--- src/rtl/mul_seq_ctrl.sv ---
// 2N x 2N multiply sequenced over four cycles through one N x N Wallace-tree
// multiplier, with per-operand signedness and valid/ready handshakes.

module mul #(
  parameter int N = 8
) (
  input  logic [N-1:0]   i_x,
  input  logic [N-1:0]   i_y,
  input  logic [1:0]     i_s,   // [1]=x signed, [0]=y signed
  output logic [2*N-1:0] o_p
);
  localparam int W  = 2 * N;
  localparam int IW = $clog2(W);

  logic [W-1:0] w_xe, w_ye;

  // Extending both operands to 2N bits lets one modulo-2^2N array cover every
  // signedness mix; the exact product always fits 2N bits.
  assign w_xe = {{N{i_s[1] & i_x[N-1]}}, i_x};
  assign w_ye = {{N{i_s[0] & i_y[N-1]}}, i_y};

  always_comb begin : p_tree
    logic [W-1:0] rows [W];
    logic [W-1:0] nxt  [W];
    int cnt;
    int nc;
    for (int r = 0; r < W; r++)
      rows[r] = w_ye[IW'(r)] ? (w_xe << r) : '0;
    cnt = W;
    // 3:2 carry-save levels until two rows remain
    for (int l = 0; l < W; l++) begin
      for (int r = 0; r < W; r++) nxt[r] = '0;
      nc = 0;
      for (int g = 0; g < W; g += 3) begin
        if (g + 2 < cnt) begin
          nxt[IW'(nc)]     = rows[IW'(g)] ^ rows[IW'(g+1)] ^ rows[IW'(g+2)];
          nxt[IW'(nc + 1)] = ((rows[IW'(g)] & rows[IW'(g+1)]) |
                              (rows[IW'(g)] & rows[IW'(g+2)]) |
                              (rows[IW'(g+1)] & rows[IW'(g+2)])) << 1;
          nc += 2;
        end else if (g < cnt) begin
          nxt[IW'(nc)] = rows[IW'(g)];
          nc += 1;
          if (g + 1 < cnt) begin
            nxt[IW'(nc)] = rows[IW'(g+1)];
            nc += 1;
          end
        end
      end
      if (cnt > 2) begin
        for (int r = 0; r < W; r++) rows[r] = nxt[r];
        cnt = nc;
      end
    end
    o_p = rows[0] + rows[1];
  end
endmodule

module mul_seq_ctrl #(
  parameter int N = 8
) (
  input  logic           clk_i,
  input  logic           rst_i,
  input  logic           clear_i,
  input  logic           in_valid_i,
  output logic           in_ready_o,
  input  logic [1:0]     signed_i,
  input  logic [2*N-1:0] a_i,
  input  logic [2*N-1:0] b_i,
  output logic           out_valid_o,
  input  logic           out_ready_i,
  output logic [4*N-1:0] prod_o,
  output logic           busy_o
);
  typedef enum logic [1:0] {S_IDLE, S_MUL, S_DONE} state_t;

  state_t         r_state;
  logic [1:0]     r_step;
  logic [4*N-1:0] r_acc;
  logic [2*N-1:0] r_a, r_b;
  logic           r_sa, r_sb;
  logic           r_in_ready, r_out_valid, r_busy;

  logic [N-1:0]   w_x, w_y;
  logic [1:0]     w_s;
  logic [2*N-1:0] w_pp;
  logic [4*N-1:0] w_pp_ext, w_term;

  // step[1] picks the high half of a, step[0] the high half of b
  assign w_x = r_step[1] ? r_a[2*N-1:N] : r_a[N-1:0];
  assign w_y = r_step[0] ? r_b[2*N-1:N] : r_b[N-1:0];
  assign w_s = {r_step[1] & r_sa, r_step[0] & r_sb};

  mul #(.N(N)) u_mul (
    .i_x (w_x),
    .i_y (w_y),
    .i_s (w_s),
    .o_p (w_pp)
  );

  assign w_pp_ext = (w_s != 2'b00) ? {{(2*N){w_pp[2*N-1]}}, w_pp}
                                   : {{(2*N){1'b0}}, w_pp};

  always_comb begin
    w_term = w_pp_ext;
    unique case (r_step)
      2'd0:       w_term = w_pp_ext;
      2'd1, 2'd2: w_term = w_pp_ext << N;
      2'd3:       w_term = w_pp_ext << (2 * N);
      default:    w_term = w_pp_ext;
    endcase
  end

  always_ff @(posedge clk_i or posedge rst_i) begin
    if (rst_i) begin
      r_state     <= S_IDLE;
      r_step      <= '0;
      r_acc       <= '0;
      r_a         <= '0;
      r_b         <= '0;
      r_sa        <= 1'b0;
      r_sb        <= 1'b0;
      r_in_ready  <= 1'b1;
      r_out_valid <= 1'b0;
      r_busy      <= 1'b0;
    end else if (clear_i) begin
      r_state     <= S_IDLE;
      r_step      <= '0;
      r_acc       <= '0;
      r_a         <= '0;
      r_b         <= '0;
      r_sa        <= 1'b0;
      r_sb        <= 1'b0;
      r_in_ready  <= 1'b1;
      r_out_valid <= 1'b0;
      r_busy      <= 1'b0;
    end else begin
      unique case (r_state)
        S_IDLE: if (in_valid_i && r_in_ready) begin
          r_a        <= a_i;
          r_b        <= b_i;
          r_sa       <= signed_i[1];
          r_sb       <= signed_i[0];
          r_acc      <= '0;
          r_step     <= '0;
          r_state    <= S_MUL;
          r_in_ready <= 1'b0;
          r_busy     <= 1'b1;
        end
        S_MUL: begin
          r_acc  <= r_acc + w_term;
          r_step <= r_step + 2'd1;
          if (r_step == 2'd3) begin
            r_state     <= S_DONE;
            r_out_valid <= 1'b1;
          end
        end
        S_DONE: if (out_ready_i) begin
          r_state     <= S_IDLE;
          r_out_valid <= 1'b0;
          r_in_ready  <= 1'b1;
          r_busy      <= 1'b0;
        end
        default: r_state <= S_IDLE;
      endcase
    end
  end

  assign in_ready_o  = r_in_ready;
  assign out_valid_o = r_out_valid;
  assign busy_o      = r_busy;
  assign prod_o      = r_acc;
endmodule
--- config.mk ---
export PLATFORM = sky130hd
export DESIGN_NAME = mul_seq_ctrl
export DESIGN_NICKNAME = d
export VERILOG_FILES = /design/src/rtl/mul_seq_ctrl.sv
export SDC_FILE = /design/constraint.sdc
export NUM_CORES = 1
export LEC_CHECK = 0
export CORE_UTILIZATION = 25
export DETAILED_ROUTE_END_ITERATION = 7
export PLACE_DENSITY = 0.64
export SYNTH_ARGS = -nofsm -noshare
export SYNTH_HDL_FRONTEND = slang
export SYNTH_SLANG_ARGS = --single-unit
--- constraint.sdc ---
create_clock -name clk_i -period 1.31 [get_ports clk_i]
set_clock_uncertainty 0.15 [all_clocks]
set_input_delay 0.262 -clock clk_i [delete_from_list [all_inputs] [get_ports clk_i]]
set_output_delay 0.262 -clock clk_i [all_outputs]
set_load 0.1 [all_outputs]
== After elaboration in Yosys (flattened, before gate mapping) ==
Index checks and enable logic that the tools add are counted.

* Bits in registers: 41
* Logic and storage cells: 65
* Bits of input ports: 39
* Output and inout bits: 35

* Add/sub/neg operators: 2
* Multiplexer cells: 30
* Reductions and logical operators: 15
* Equal/unequal tests: 8
* Bitwise gates (word level): 2

{| class="wikitable"
|+ Operators by type and width
! kind !! number
|-
| $mux 32 || 3
|-
| $pmux 32 s3 || 1
|-
| $pmux 32 s2 || 1
|-
| $add 32x32->32 || 1
|-
| $mux 1 || 14
|-
| $mux 2 || 6
|-
| $ne 3x3->1 const B || 3
|-
| $reduce_and 3->1 || 3
|-
| $reduce_bool 3->1 || 3
|-
| $eq 2x2->1 const B || 3
|-
| $pmux 1 s2 || 3
|-
| $pmux 2 s3 || 1
|-
| $reduce_bool 2->1 || 3
|-
| $eq 2x1->1 const B || 2
|-
| $logic_not 2->1 || 2
|-
| $pmux 2 s2 || 1
|-
| $reduce_and 2->1 || 2
|-
| $add 2x1->2 const B || 1
|-
| $and 1x1->1 || 2
|-
| $reduce_or 2->1 || 1
|-
| $logic_and 1x1->1 || 1
|}

== Depth between registers and ports, before layout ==
* Word-level depth: 7
* Depth in mapped cells: 5
* Depth with buffers taken out: 4

== Hierarchy ==
Synthesis repeated with hierarchy kept, for this count alone.

* Cells, all modules: 620
* Area, all modules: 5158.7 um^2

{| class="wikitable"
|+ Modules (own cells, without submodules)
! module !! area an instance (um^2) !! instances !! sequential area each (um^2) !! cells each
|-
| mul_seq_ctrl || 5034.8 || 1 || 1828.0 || 603
|-
| mul || 123.9 || 1 || 0.0 || 17
|}

== Least setup slack after synthesis ==
Ideal clock, no wire load.

* Path kind: flip-flop to flip-flop
* From: register r_in_ready, in the netlist in_ready_o
* To: register r_acc[0], in the netlist prod_o[0]
* Cell stages (with the launch flop): 5
* Clock period less this slack: 1.773 ns
* Path slack: -0.463 ns
* Arrival: 1.503 ns
* Setup time: 0.120 ns
* Cell sequence: dfstp_2 nand3b_4 o21ba_4 buf_6 and2_4

* Cells in the longest elaborated chain, start to end: 3

{| class="wikitable"
|+ Ends and longest elaborated chain
! what !! RTL line !! source
|-
| from (decl) || 82 || <nowiki>logic r_in_ready, r_out_valid, r_busy;</nowiki>
|-
| from (signal assigned) || 123 || <nowiki>r_in_ready <= 1'b1;</nowiki>
|-
| from (signal assigned) || 134 || <nowiki>r_in_ready <= 1'b1;</nowiki>
|-
| from (signal assigned) || 147 || <nowiki>r_in_ready <= 1'b0;</nowiki>
|-
| $logic_and 1x1->1 || 139 || <nowiki>S_IDLE: if (in_valid_i && r_in_ready) begin</nowiki>
|-
| $ne 3x3->1 (no source line) || - ||
|-
| $reduce_and 2->1 (no source line) || - ||
|-
| to (signal assigned) || 151 || <nowiki>r_acc <= r_acc + w_term;</nowiki>
|-
| to (decl) || 79 || <nowiki>logic [4*N-1:0] r_acc;</nowiki>
|}

No other way between the ends.
A chain may end at the register's enable or synchronous reset.

== Worst setup path in the final report ==
* From: register r_in_ready, in the netlist in_ready_o
* To: output port in_ready_o

{| class="wikitable"
|+ RTL lines
! what !! RTL line !! source
|-
| to (decl) || 66 || <nowiki>output logic in_ready_o,</nowiki>
|}

No word-level cell between the ends.

==> results.yml <==
run_status:
  violations: "negative setup slack"
  status: "finished, violations left"
global_routing:
  grt_pass1_wl_um: 5510
  grt_util_all_layers_pct: 12.2
  grt_max_degree: 23
  grt_antenna_before_repair: 0
  grt_pass1_vias: 1054
  gr-total-overflow: 0
die:
  fp.dieW_um: 78.6
  die-area_um2: 6180
  die_h_um: 78.6
  rows: 27
  pin_count: 74
  start_util_pct: 26.3
  core_um2: 5570
yosys:
  syn_nets: 144
  synth_top_family_by_area: "simple AND/OR/NAND/NOR gates"
  synth_compound_area_share_pct: 5.88
  yosysWarningCount: 0
  synth_mux_area_share_pct: 0
  synth_cell_types: 21
  synth_area_per_cell_um2: 14.1
  yosys.area_share.adder_pct: 0.853
  synthFlopType: "dfrtp_1"
  synthSimpleGateAreaFrac_pct: 22.8
  synth_edf_count: 0
  synth_area_um2: 1470
  async_flop_share_pct: 100
  yosysSeqAreaShare_pct: 66.6
  ys_seq_elements: 39
  syn_inst: 104
  synthXorXnorAreaFrac_pct: 0
finish:
  post-route-util_pct: 47.9
  fillCellCount: 478
  diodes: 0
  nets: 210
  final_common_cell: "buf_12"
  drive_gt1_share_pct: 64.9
  layout_common_cells: "buf_12 (36), dfrtp_1 (35), and2_4 (30), buf_4 (19), clkbuf_8 (6)"
  syn2layout_area_growth_pct: 82.0
route:
  route.detailed.drc: 0
  routedWlPerCell_um: 14.1
  routed_wl_um: 3420
  vias: 1000
  first_pass_iters: 4
  avgViaCountPerCell: 4.12
  drtIter0Drc: 57
  drtAntennaViolNets: 0
sta:
  worstMarginPinSlew_ns: 0.302
  report.final.slew_viol_count: 0
  rsz0062_at_grt: "yes"
  slew_headroom_pct: 79.6
  post-route-min-period_ns: 1.59
  min_period_over_period_pct: 121
  worst_slack_ns: -0.278
  hold_ws_ns: 0.220
  setup_viol: 38
  setup_tns_ns: -8.43
  fmax_mhz: 630
  finalHoldViolCount: 0
worst_hold_path:
  hold_path_class: "input pin to asynchronous set/reset pin"
worst_setup_path:
  startpoint: "in_ready_o$_DFFE_PP1P_"
  slowest_stage: "dfstp_4"
  critPathKind: "register to output pin"
  path_buf_inv: 2
  crit_family: "flip-flops"
  slowest_delay_ns: 0.62
  cp.required_ns: 0.90
  cp-start-kind: "register"
  path_cells: "buf_6 > buf_12"
  arrival_ns: 1.18
  r2r-start: "in_ready_o$_DFFE_PP1P_"
  worstSetupEndpointType: "output pin"
  crit_fanout: 2
clock_tree:
  cts-root-buf: "clkbuf_8"
  cts_tree: "done"
  clk_path_buf_depth: 2
  htreeDepth: 2
  cts_buffers: 5
  numClockSinks: 39
  path_clk_slew_ns: 0.08
  insertion_delay_ns: 0.29
power_and_ir_drop:
  sw_frac_of_total_pct: 23.7
  switchingPower_uw: 615
  power.clock.fraction_pct: 39.5
  pwr-share-seq_pct: 47.7
  powerDensity_nw_per_um2: 972
  pwr-share-comb_pct: 12.8
  p_leak_uw: 0.00126
  ir_drop_mv: 0.457
  p_int_uw: 1980
job:
  cap_violations: 0
place:
  globalplace.congestion: 0.789
  dpl.hpwl_um: 2030
  io_buffers: 39
-- area by class of cell --
class / instances / area, µm² / area share, %
sequential: 39 / 985 / 36.9
timing repair buffer: 61 / 926 / 34.7
multi-input combinational: 61 / 542 / 20.3
tap: 72 / 90.1 / 3.37
clock buffer: 6 / 82.6 / 3.09
clock inverter: 2 / 35.0 / 1.31
inverter: 2 / 11.3 / 0.422
-- synth_stat cells, drive strengths merged (2+ instances only) --
library cell	n	area, µm²
a21oi	6	30.0
o21ai	2	10.0
nand2b	3	18.8
and2	32	253
buf	4	45.0
dfrtp	38	951
a211oi	2	15.0
nor2	3	11.3
nor3b	2	15.0
inv	2	7.51
-- kinds of logic after synthesis --
group | count (synthesis)
compound gates | 13
fa+ha+maj | 1
buf+inv | 7
flops | 39
simple gates | 44
-- layer usage --
layer	share of wire, %	track usage (%)	up-vias
li1	-	-	474
met1	42	15.2	486
met2	51	19.4	34
met3	5.0	4.07	6
met4	1.3	4.44	0
met5	0	0	-
-- what timing repair did --
action,4_1_cts,5_1_grt
resized for setup,15,9
pin swaps,3,4
hold buffers,0,0
buffers inserted,7,6
endpoints found under the setup margin,52,69
cloned,3,0
-- state kept, by name, indices dropped and copies added, names as in the netlist --
name and cells:
r_state 2, out_valid_o 1, r_step 2, in_ready_o 1, prod_o 32, busy_o 1
-- path summary, 6_finish.rpt --
| kind | endpoint | slack (ns) | cells after the start |
|---|---|---|---|
| hold / removal | r_step[0]$_DFFE_PP0P_ | 0.22 | 3 |
| max in group asynchronous | in_ready_o$_DFFE_PP1P_ | 0.51 | 3 |
| hold reg to reg | prod_o[11]$_DFFE_PP0P_ | 0.41 | 1 |
| setup reg to reg | prod_o[11]$_DFFE_PP0P_ | -0.25 | 4 |
| min in group clk_i | prod_o[11]$_DFFE_PP0P_ | 0.41 | 1 |
| setup / recovery | in_ready_o | -0.28 | 2 |
-- worst reg2reg max path, stage by stage (launching register included) --
cell and delay (ns):
dfstp_4 0.62, buf_4 0.12, nand3b_4 0.13, o21ba_4 0.27, and2_1 0.17
-- through the flow --
step                      total power, µW  worst slack, ns  instance area [µm²]  std cells
after detailed placement             1520           -0.393                 2340        219
after CTS                            2610           -0.285                 2600        237
after floorplan                      1430           -0.348                 1470        104
after global placement               1510           -0.343                 2340        219
after global routing                 2700           -0.310                 2670        243
final                                2600           -0.278                 2670        243
-- power by group through the flow --
stage	clock network (µW)	logic, µW	registers (µW)
CTS	1050	332	1240
detailed placement	0	258	1260
global route	1110	357	1240
floorplan	0	115	1320
finish	1030	333	1240
global placement	0	252	1260
Power figures use the tool's default switching activity.
